--- src/rtl/overture_pc_sequencer.sv ---
// ---------------------------------------------------------------------------
// overture_pc_sequencer
//
// Program-counter stage of the OVERTURE datapath. Once per instruction step it
// advances, branches, calls or returns an 8-bit program counter. The step is
// driven by the condition-unit output and the register-0 jump target. A small
// return-address stack backs call/ret. A halt instruction freezes the
// sequencer until reset.
//
// Parameters:
//   UUID        instance identifier (XORed into child UUIDs; no children here)
//   NAME        instance name string
//   STACK_DEPTH return-stack entries, 1..16
//
// Ports:
//   clk        in   system clock, rising edge
//   rst        in   synchronous reset, active low
//   step       in   execute one instruction this cycle
//   cond[7:0]  in   condition-unit output, nonzero = true
//   is_jump    in   conditional jump
//   call       in   call to target
//   ret        in   return
//   halt_req   in   halt
//   target[7:0] in  jump/call destination
//   pc[7:0]    out  current program counter
//   taken      out  one-cycle pulse after a flow-changing step
//   halted     out  sequencer is in HALT (direct view of the state register)
//   stack_err  out  sticky stack overflow/underflow flag
//
// Handshake: there is no backpressure. Each cycle with step=1 in RUN
// consumes exactly one instruction. Results appear on the outputs the
// following cycle.
// ---------------------------------------------------------------------------
module overture_pc_sequencer #(
  parameter int          UUID        = 0,
  parameter string       NAME        = "",
  parameter int unsigned STACK_DEPTH = 4
) (
  input  logic       clk,
  input  logic       rst,
  input  logic       step,
  input  logic [7:0] cond,
  input  logic       is_jump,
  input  logic       call,
  input  logic       ret,
  input  logic       halt_req,
  input  logic [7:0] target,
  output logic [7:0] pc,
  output logic       taken,
  output logic       halted,
  output logic       stack_err
);

  // The stack pointer counts occupied entries, 0..STACK_DEPTH.
  // Entry indices run 0..STACK_DEPTH-1.
  localparam int SP_W  = $clog2(STACK_DEPTH + 1);
  localparam int IDX_W = (STACK_DEPTH > 1) ? $clog2(STACK_DEPTH) : 1;
  localparam logic [SP_W-1:0] SP_FULL = SP_W'(STACK_DEPTH);

  typedef enum logic [0:0] {
    S_RUN  = 1'b0,
    S_HALT = 1'b1
  } state_t;

  state_t            state_q, state_d;
  logic [7:0]        pc_q, pc_d;
  logic              taken_q, taken_d;
  logic              err_q, err_d;
  logic [SP_W-1:0]   sp_q, sp_d;
  logic [7:0]        stack_q [STACK_DEPTH];
  logic [7:0]        stack_d [STACK_DEPTH];

  logic [7:0]        pc_inc;
  logic [IDX_W-1:0]  push_idx;
  logic [IDX_W-1:0]  pop_idx;

  // The index values are only used when the pointer is in range.
  // That is, push_idx is used only when the stack is not full, and
  // pop_idx only when the stack is not empty. Truncating them is safe.
  assign pc_inc   = pc_q + 8'd1;
  assign push_idx = IDX_W'(sp_q);
  assign pop_idx  = IDX_W'(sp_q - SP_W'(1));

  always_comb begin
    state_d = state_q;
    pc_d    = pc_q;
    taken_d = 1'b0;
    err_d   = err_q;
    sp_d    = sp_q;
    stack_d = stack_q;

    if (state_q == S_RUN && step) begin
      if (halt_req) begin
        state_d = S_HALT;
      end else if (ret) begin
        if (sp_q != '0) begin
          pc_d    = stack_q[pop_idx];
          sp_d    = sp_q - SP_W'(1);
          taken_d = 1'b1;
        end else begin
          // Underflow: fall through to the next instruction.
          err_d = 1'b1;
          pc_d  = pc_inc;
        end
      end else if (call) begin
        if (sp_q != SP_FULL) begin
          stack_d[push_idx] = pc_inc;
          sp_d              = sp_q + SP_W'(1);
          pc_d              = target;
          taken_d           = 1'b1;
        end else begin
          // Overflow: drop the call and fall through.
          err_d = 1'b1;
          pc_d  = pc_inc;
        end
      end else if (is_jump && (|cond)) begin
        pc_d    = target;
        taken_d = 1'b1;
      end else begin
        pc_d = pc_inc;
      end
    end
  end

  always_ff @(posedge clk) begin
    if (!rst) begin
      state_q <= S_RUN;
      pc_q    <= 8'd0;
      taken_q <= 1'b0;
      err_q   <= 1'b0;
      sp_q    <= '0;
    end else begin
      state_q <= state_d;
      pc_q    <= pc_d;
      taken_q <= taken_d;
      err_q   <= err_d;
      sp_q    <= sp_d;
    end
  end

  // Stack contents are not reset; only the pointer defines validity.
  always_ff @(posedge clk) begin
    stack_q <= stack_d;
  end

  assign pc        = pc_q;
  assign taken     = taken_q;
  assign halted    = (state_q == S_HALT);
  assign stack_err = err_q;

endmodule

--- config.mk ---
export PLATFORM = sky130hd
export DESIGN_NAME = overture_pc_sequencer
export DESIGN_NICKNAME = d
export VERILOG_FILES = /design/src/rtl/overture_pc_sequencer.sv
export SDC_FILE = /design/constraint.sdc
export NUM_CORES = 1
export LEC_CHECK = 0
export ABC_AREA = 1
export CORE_MARGIN = 4
export CORE_UTILIZATION = 58
export DETAILED_ROUTE_END_ITERATION = 12
export GPL_TIMING_DRIVEN = 1
export PLACE_DENSITY = 0.85
export SLEW_MARGIN = 20
export SYNTH_ARGS = -nofsm -noshare
export SYNTH_HDL_FRONTEND = slang
export SYNTH_SLANG_ARGS = --single-unit
--- constraint.sdc ---
create_clock -name clk -period 3.3 [get_ports clk]
set_input_delay 0.66 -clock clk [delete_from_list [all_inputs] [get_ports clk]]
set_output_delay 0.66 -clock clk [all_outputs]
set_load 0.02 [all_outputs]
==> summary.md <==
| Metric | Value |
|---|---|
| Die area | `0.00505 mm2` |
| Post-DRT Antenna Nets | `0` |
| Hold-fix buffers at CTS | `0` |
| Startpoint types | `primary input` |
| DRC | `0` |
| Final Net Count | `320` |
| # IOs | `34` |
| WP data required | `3.23 ns` |
| Sequential element share of the synthesized area | `between 50% and 60%` |
| Share of cells above drive strength 1 | `slightly above 10%` |
| Final GP Congestion | `0.818` |
| Gr usage total | `between 20% and 30%` |
| Final hold violations | `0` |
| H-tree level count | `2` |
| Rel. slew slack | `58.7%` |
| Drt wl/cell | `14.8 um` |
| Row Count | `22` |
| Reg2Reg Depth | `5` |
| Kind of critical path | `primary input to flop` |
| Worst EP arrival | `around 2.3 ns` |
| Total power divided by cell area | `between 400 and 500 mW/mm2` |
| Yosys top cell area share | `41.6%` |
| Status | `completed` |
| Synth Cell Area | `approximately 0.0023 mm2` |
| Post-synth top flop | `edfxtp_1` |
| Yosys cell types | `31` |
| Post-Synth XOR/XNOR Area | `under 10%` |
| Final Max Tran Viols | `0` |
| Fraction of synthesized area in multiplexers | `0%` |
| Via density | `5.46` |
| Fin crit period | `~2.4 ns` |
| PortBufs | `33` |
| Synth top area cells | `edfxtp_1 42%, dfxtp_1 12%, nand2_1 8.1%` |
| Post-synthesis sequential element count | `46` |
| Gr ovfl total | `0` |
| Worst IR Drop VDD | `0.404 mV` |
| # diodes | `0` |
| Synth Area in Compound Gates | `9.65%` |
| Crit. End Element | `flop` |
| Worst-Margin Slew | `between 0.6 and 0.7 ns` |
| Largest family of logic cells by synthesized area | `simple AND/OR/NAND/NOR gates` |
| Final wirelength | `5030 um` |
| MaxCap Viol Count | `0` |
| Setup violators final | `0` |
| Clock Latency Late Sink | `between 0.2 and 0.3 ns` |
| Clock sink count | `46` |
| Core area | `0.00374 mm2` |
| Mean Syn Cell Area | `9.02 um2` |
| Fillcell total | `270` |
| Finished Cell Area | `roughly 0.0028 mm2` |
| Die W | `71.1 um` |
| Layout area overhead | `20.4%` |
| Initial Utilization | `61.7%` |
| List of most frequent post-synthesis cells | `50 x nand2_1, 34 x nand3_1, 32 x edfxtp_1` |
| Hold path cells | `2` |
| Chip height | `71.1 um` |
| Synth Area in Simple Gates | `22.9%` |
| Total negative slack | `0 ns` |
| Initial antenna violation count | `0` |
| P_leak | `0.00111 uW` |
| Number of DRC markers in iteration 0 | `148` |
| F_max | `roughly 0.42 GHz` |
| Vias in the first global route | `1768` |
| Post-synth EDFFs | `32` |
| Post-Synth Adder-Cell Area | `about 3.3%` |
| Post-CTS sizing | `0` |
| Area leader, netlist | `edfxtp_1` |
| Post-synthesis cell count | `around 260` |
| Top-count cell post-synth | `nand2_1` |
| Syn Nets | `285` |
| Hold WC Path Type | `flop to flop` |
| Clock tree buffer depth | `2` |
| Worst Path Max Fanout | `12` |
| Root buffer cell | `clkbuf_8` |
| RSZ-0062 raised after global routing | `no` |
| Final period utilization | `71.9%` |
| Clk slew on worst S/H paths | `0.08 ns` |
| YS warnings | `0` |
| First-pass GRT wire length | `8180 um` |
| Total number of vias | `1855` |
| TritonCTS clock tree | `done` |
| Post-DP HPWL | `3750 um` |
| Number of setup buffers added after CTS | `0` |
| Ys async rst share | `0%` |
| Final Skew | `0.00575 ns` |
| Num CTS Buffers | `5` |
| Placed cell areas | `0.00267 mm2` |
| Number of iterations in the first detailed-routing pass | `4` |
| Largest net degree at the start of global routing | `21` |
## cells by family after synthesis
logic type                 count (synthesis)
AOI/OAI and AO/OA                         39
xor gates and xnor gates                   6
adders and majority gates                  6
buffers and inverters                     43
DFF                                       46
and+or+nand+nor                          116
## through the flow
stage	util, %	cells	setup WS [ns]	total power [uW]	hold WS [ns]
after CTS	74.2	340	0.922	1250	0.483
after floorplan	-	256	1.34	773	0.503
after detailed placement	71.3	332	0.613	850	0.466
after global placement	71.3	332	0.700	846	0.464
final	74.2	340	0.929	1250	0.480
after global routing	74.2	340	0.803	1300	0.516
## state kept, by name, indices dropped and copies added, names as in the netlist
signal / count
stack_err: 1
stack_q: 32
halted: 1
pc: 8
sp_q: 3
taken: 1
## worst max-delay path: stages
cell             delay [ns]
clkdlybuf4s50_1        0.60
inv_2                  0.27
nand4_1                0.23
nor2_1                 0.54
## where the power goes
group | internal [uW] | total, uW | switching (uW) | leakage (uW)
Combinational | 78.7 | 194 | 116 | 0.000660
Clock | 226 | 409 | 183 | 0.0000514
Sequential | 632 | 645 | 12.4 | 0.000396
## worst paths after layout
kind	startpoint	endpoint	slack (ns)
worst max-delay path	ret	stack_q[28]	0.93
worst min-delay path	stack_err	stack_err	0.48
worst max register to register	sp_q[0]	stack_q[28]	1.31
worst min register to register	stack_err	stack_err	0.48
## per-layer routing
metal / routed length, um / GRT usage (%) / vias up
li1: - / - / 919
met1: 2120 / 27.3 / 856
met2: 2480 / 35.2 / 73
met3: 330 / 3.69 / 7
met4: 91 / 7.52 / 0
met5: 0 / 0 / -
## cell usage in the layout, fill, tap and decap left out, drive strengths merged
| master | instances |
|---|---|
| nand2 | 55 |
| inv | 35 |
| nand3 | 34 |
| clkdlybuf4s50 | 33 |
| edfxtp | 32 |
| nor2 | 23 |
| o21ai | 19 |
| a21oi | 15 |
| dfxtp | 14 |
| ha | 6 |
| clkbuf | 6 |
| xor2 | 4 |
| nand4 | 2 |
| xnor2 | 2 |
| o22ai | 2 |
| a211oi | 2 |
| buf | 2 |
| nor3b | 1 |
| clkinv | 1 |
| a31oi | 1 |
| nor3 | 1 |
| bufinv | 1 |
| clkinvlp | 1 |
## final cells by class
cell class              instances  area, um2  area share (%)
clock buffers                   6       72.6            2.61
clock inverters                 2       37.5            1.35
inverters                      36        143            5.13
multi-input cells             167        880            31.7
flip-flops and latches         46       1240            44.7
well taps                      48       60.1            2.16
repair buffers                 35        345            12.4
No activity file was read; power rests on OpenSTA's default activity.
==> edit (same settings) <==
Make the reset (`rst`) asynchronous in one clocked block. Comments in the files are not updated.
--- a/src/rtl/overture_pc_sequencer.sv
+++ b/src/rtl/overture_pc_sequencer.sv
@@ -124,3 +124,3 @@
 
-  always_ff @(posedge clk) begin
+  always_ff @(posedge clk or negedge rst) begin
     if (!rst) begin
Formal check against the unedited RTL: differs if rst is asserted again (counterexample within 4 cycles, from zero or initial values and one cycle with rst low); with rst held inactive, the same outputs for 4 cycles.
==> edit against the original RTL <==
Wire length increased by 6.0%. Non-clock buffer count decreased by 2. Die area increased by 5.6%. Synthesized cell count increased by 7.8%. Sequential cell count unchanged. Design area increased by 4.4%. Hold slack got worse by 0.020 ns. Area after synthesis increased by 6.3%. Register-to-register slack got worse by 0.70 ns. Core utilization decreased by 2.8 points. Worst setup slack got worse by 0.32 ns. Clock skew about the same. Sequential share of layout area increased by 0.55 points.
Power is not compared: it rests on default switching activity, and its combinational part moved more than twofold at a synthesized area within 25%.
==> edit: results <==
{
  "outcome": "completed",
  "port_buffers": 33,
  "largest_reg_flops": 32,
  "yosys_most_used_dff": "edfxtp_1",
  "yosysUniqueCellTypes": 32,
  "drtIter0Drc": 373,
  "clkLatencyLatePin_ns": 0.30,
  "final_nets": 340,
  "grt_pass1_wl_um": 8670,
  "firstDrtPassIters": 5,
  "antenna_found_initial": 0,
  "grt_max_degree": 21,
  "cts_buffers": 5,
  "viasPerCell": 5.28,
  "skew_ns": 0.00562,
  "vdd_drop_max_v": 0.000245,
  "grt_pass1_vias": 1828,
  "dpl.hpwl_um": 4090,
  "wl_per_cell_um": 14.7,
  "critPathArrivalTime_ns": 2.64,
  "start_util_pct": 60.5,
  "crit_fanout": 20,
  "diodes": 0,
  "yosysWarnings": 0,
  "p_leak_nw": 1.28,
  "top_register": "stack_q",
  "fillers": 301,
  "ys_top_cells_by_area": "edfxtp_1 39%, dfrtp_1 14%, nand2_1 9.2%",
  "cts.path.max_buffers": 2,
  "async_flop_share_pct": 30.4,
  "syn-num-nets": 305,
  "drive_gt1_share_pct": 10.6,
  "gp_congestion": 1.03,
  "cts_resized": 0,
  "ys_top_cells_by_count": "60 x nand2_1, 38 x nor2_1, 37 x inv_1, 32 x edfxtp_1, 24 x nand3_1",
  "place_ws_ns": 0.538,
  "clkTransAtPathRegs_ns": 0.09,
  "yosysSeqAreaShare_pct": 53.4,
  "grt_util_all_layers_pct": 22.0,
  "slew_headroom_pct": 55.6
}
edit: worst paths after layout:
path                            startpoint           to  slack, ns  cells past startpoint
min in group asynchronous              rst      sp_q[2]       0.76                      1
worst min register to register   stack_err    stack_err       0.46                      1
worst min-delay path             stack_err    stack_err       0.46                      1
max in group asynchronous              rst        pc[2]       2.12                      1
worst max-delay path               sp_q[0]  stack_q[28]       0.61                      7
worst max register to register     sp_q[0]  stack_q[28]       0.61                      7
edit: layer usage:
layer,up-vias,routed length [um],share of wire [%],global-route usage [%]
met2,92,2540,48,35.3
met4,0,112,2.1,7.99
met3,10,400,7.5,4.82
met1,863,2280,43,29.5
met5,-,0,0,0
li1,947,-,-,-
edit: layout make-up:
type	count	share of cell area (%)
flip-flops and latches	46	45.2
multi-input cells	182	32.4
repair buffers	33	11.4
inverters	43	5.65
clock buffers	5	2.37
well taps	50	2.16
clock inverters	3	0.863
edit: critical path, stage by stage, from the launching register on:
cell     delay, ns
dfrtp_1       0.76
inv_4         0.20
ha_1          0.29
nand2_1       0.15
inv_1         0.10
nor2_4        0.13
nand2_1       0.15
nor2_1        0.54
edit: power by group:
part / internal (mW) / switching [mW]
clock network: 0.153 / 0.201
logic: 0.0304 / 0.0261
registers: 0.611 / 0
edit: cells by family (layout without fill, tap and decap cells):
family          after synthesis  after routing  synth area share (%)
simple gates                141            141                  26.0
buf+inv                      48             84                  8.31
flops                        46             46                  53.4
compound gates               28             28                  6.38
xor+xnor                      7              7                  2.80
fa+ha+maj                     6              6                  3.06
edit: stage by stage:
stage / util [%] / area [sq um] / hold WS (ns) / instances
CTS: 71.5 / 2900 / 0.464 / 362
detailed placement: 69.2 / 2810 / 0.445 / 354
global placement: 69.2 / 2810 / 0.438 / 354
finish: 71.5 / 2900 / 0.460 / 362
floorplan: - / 2450 / 0.364 / 276
global route: 71.5 / 2900 / 0.490 / 362
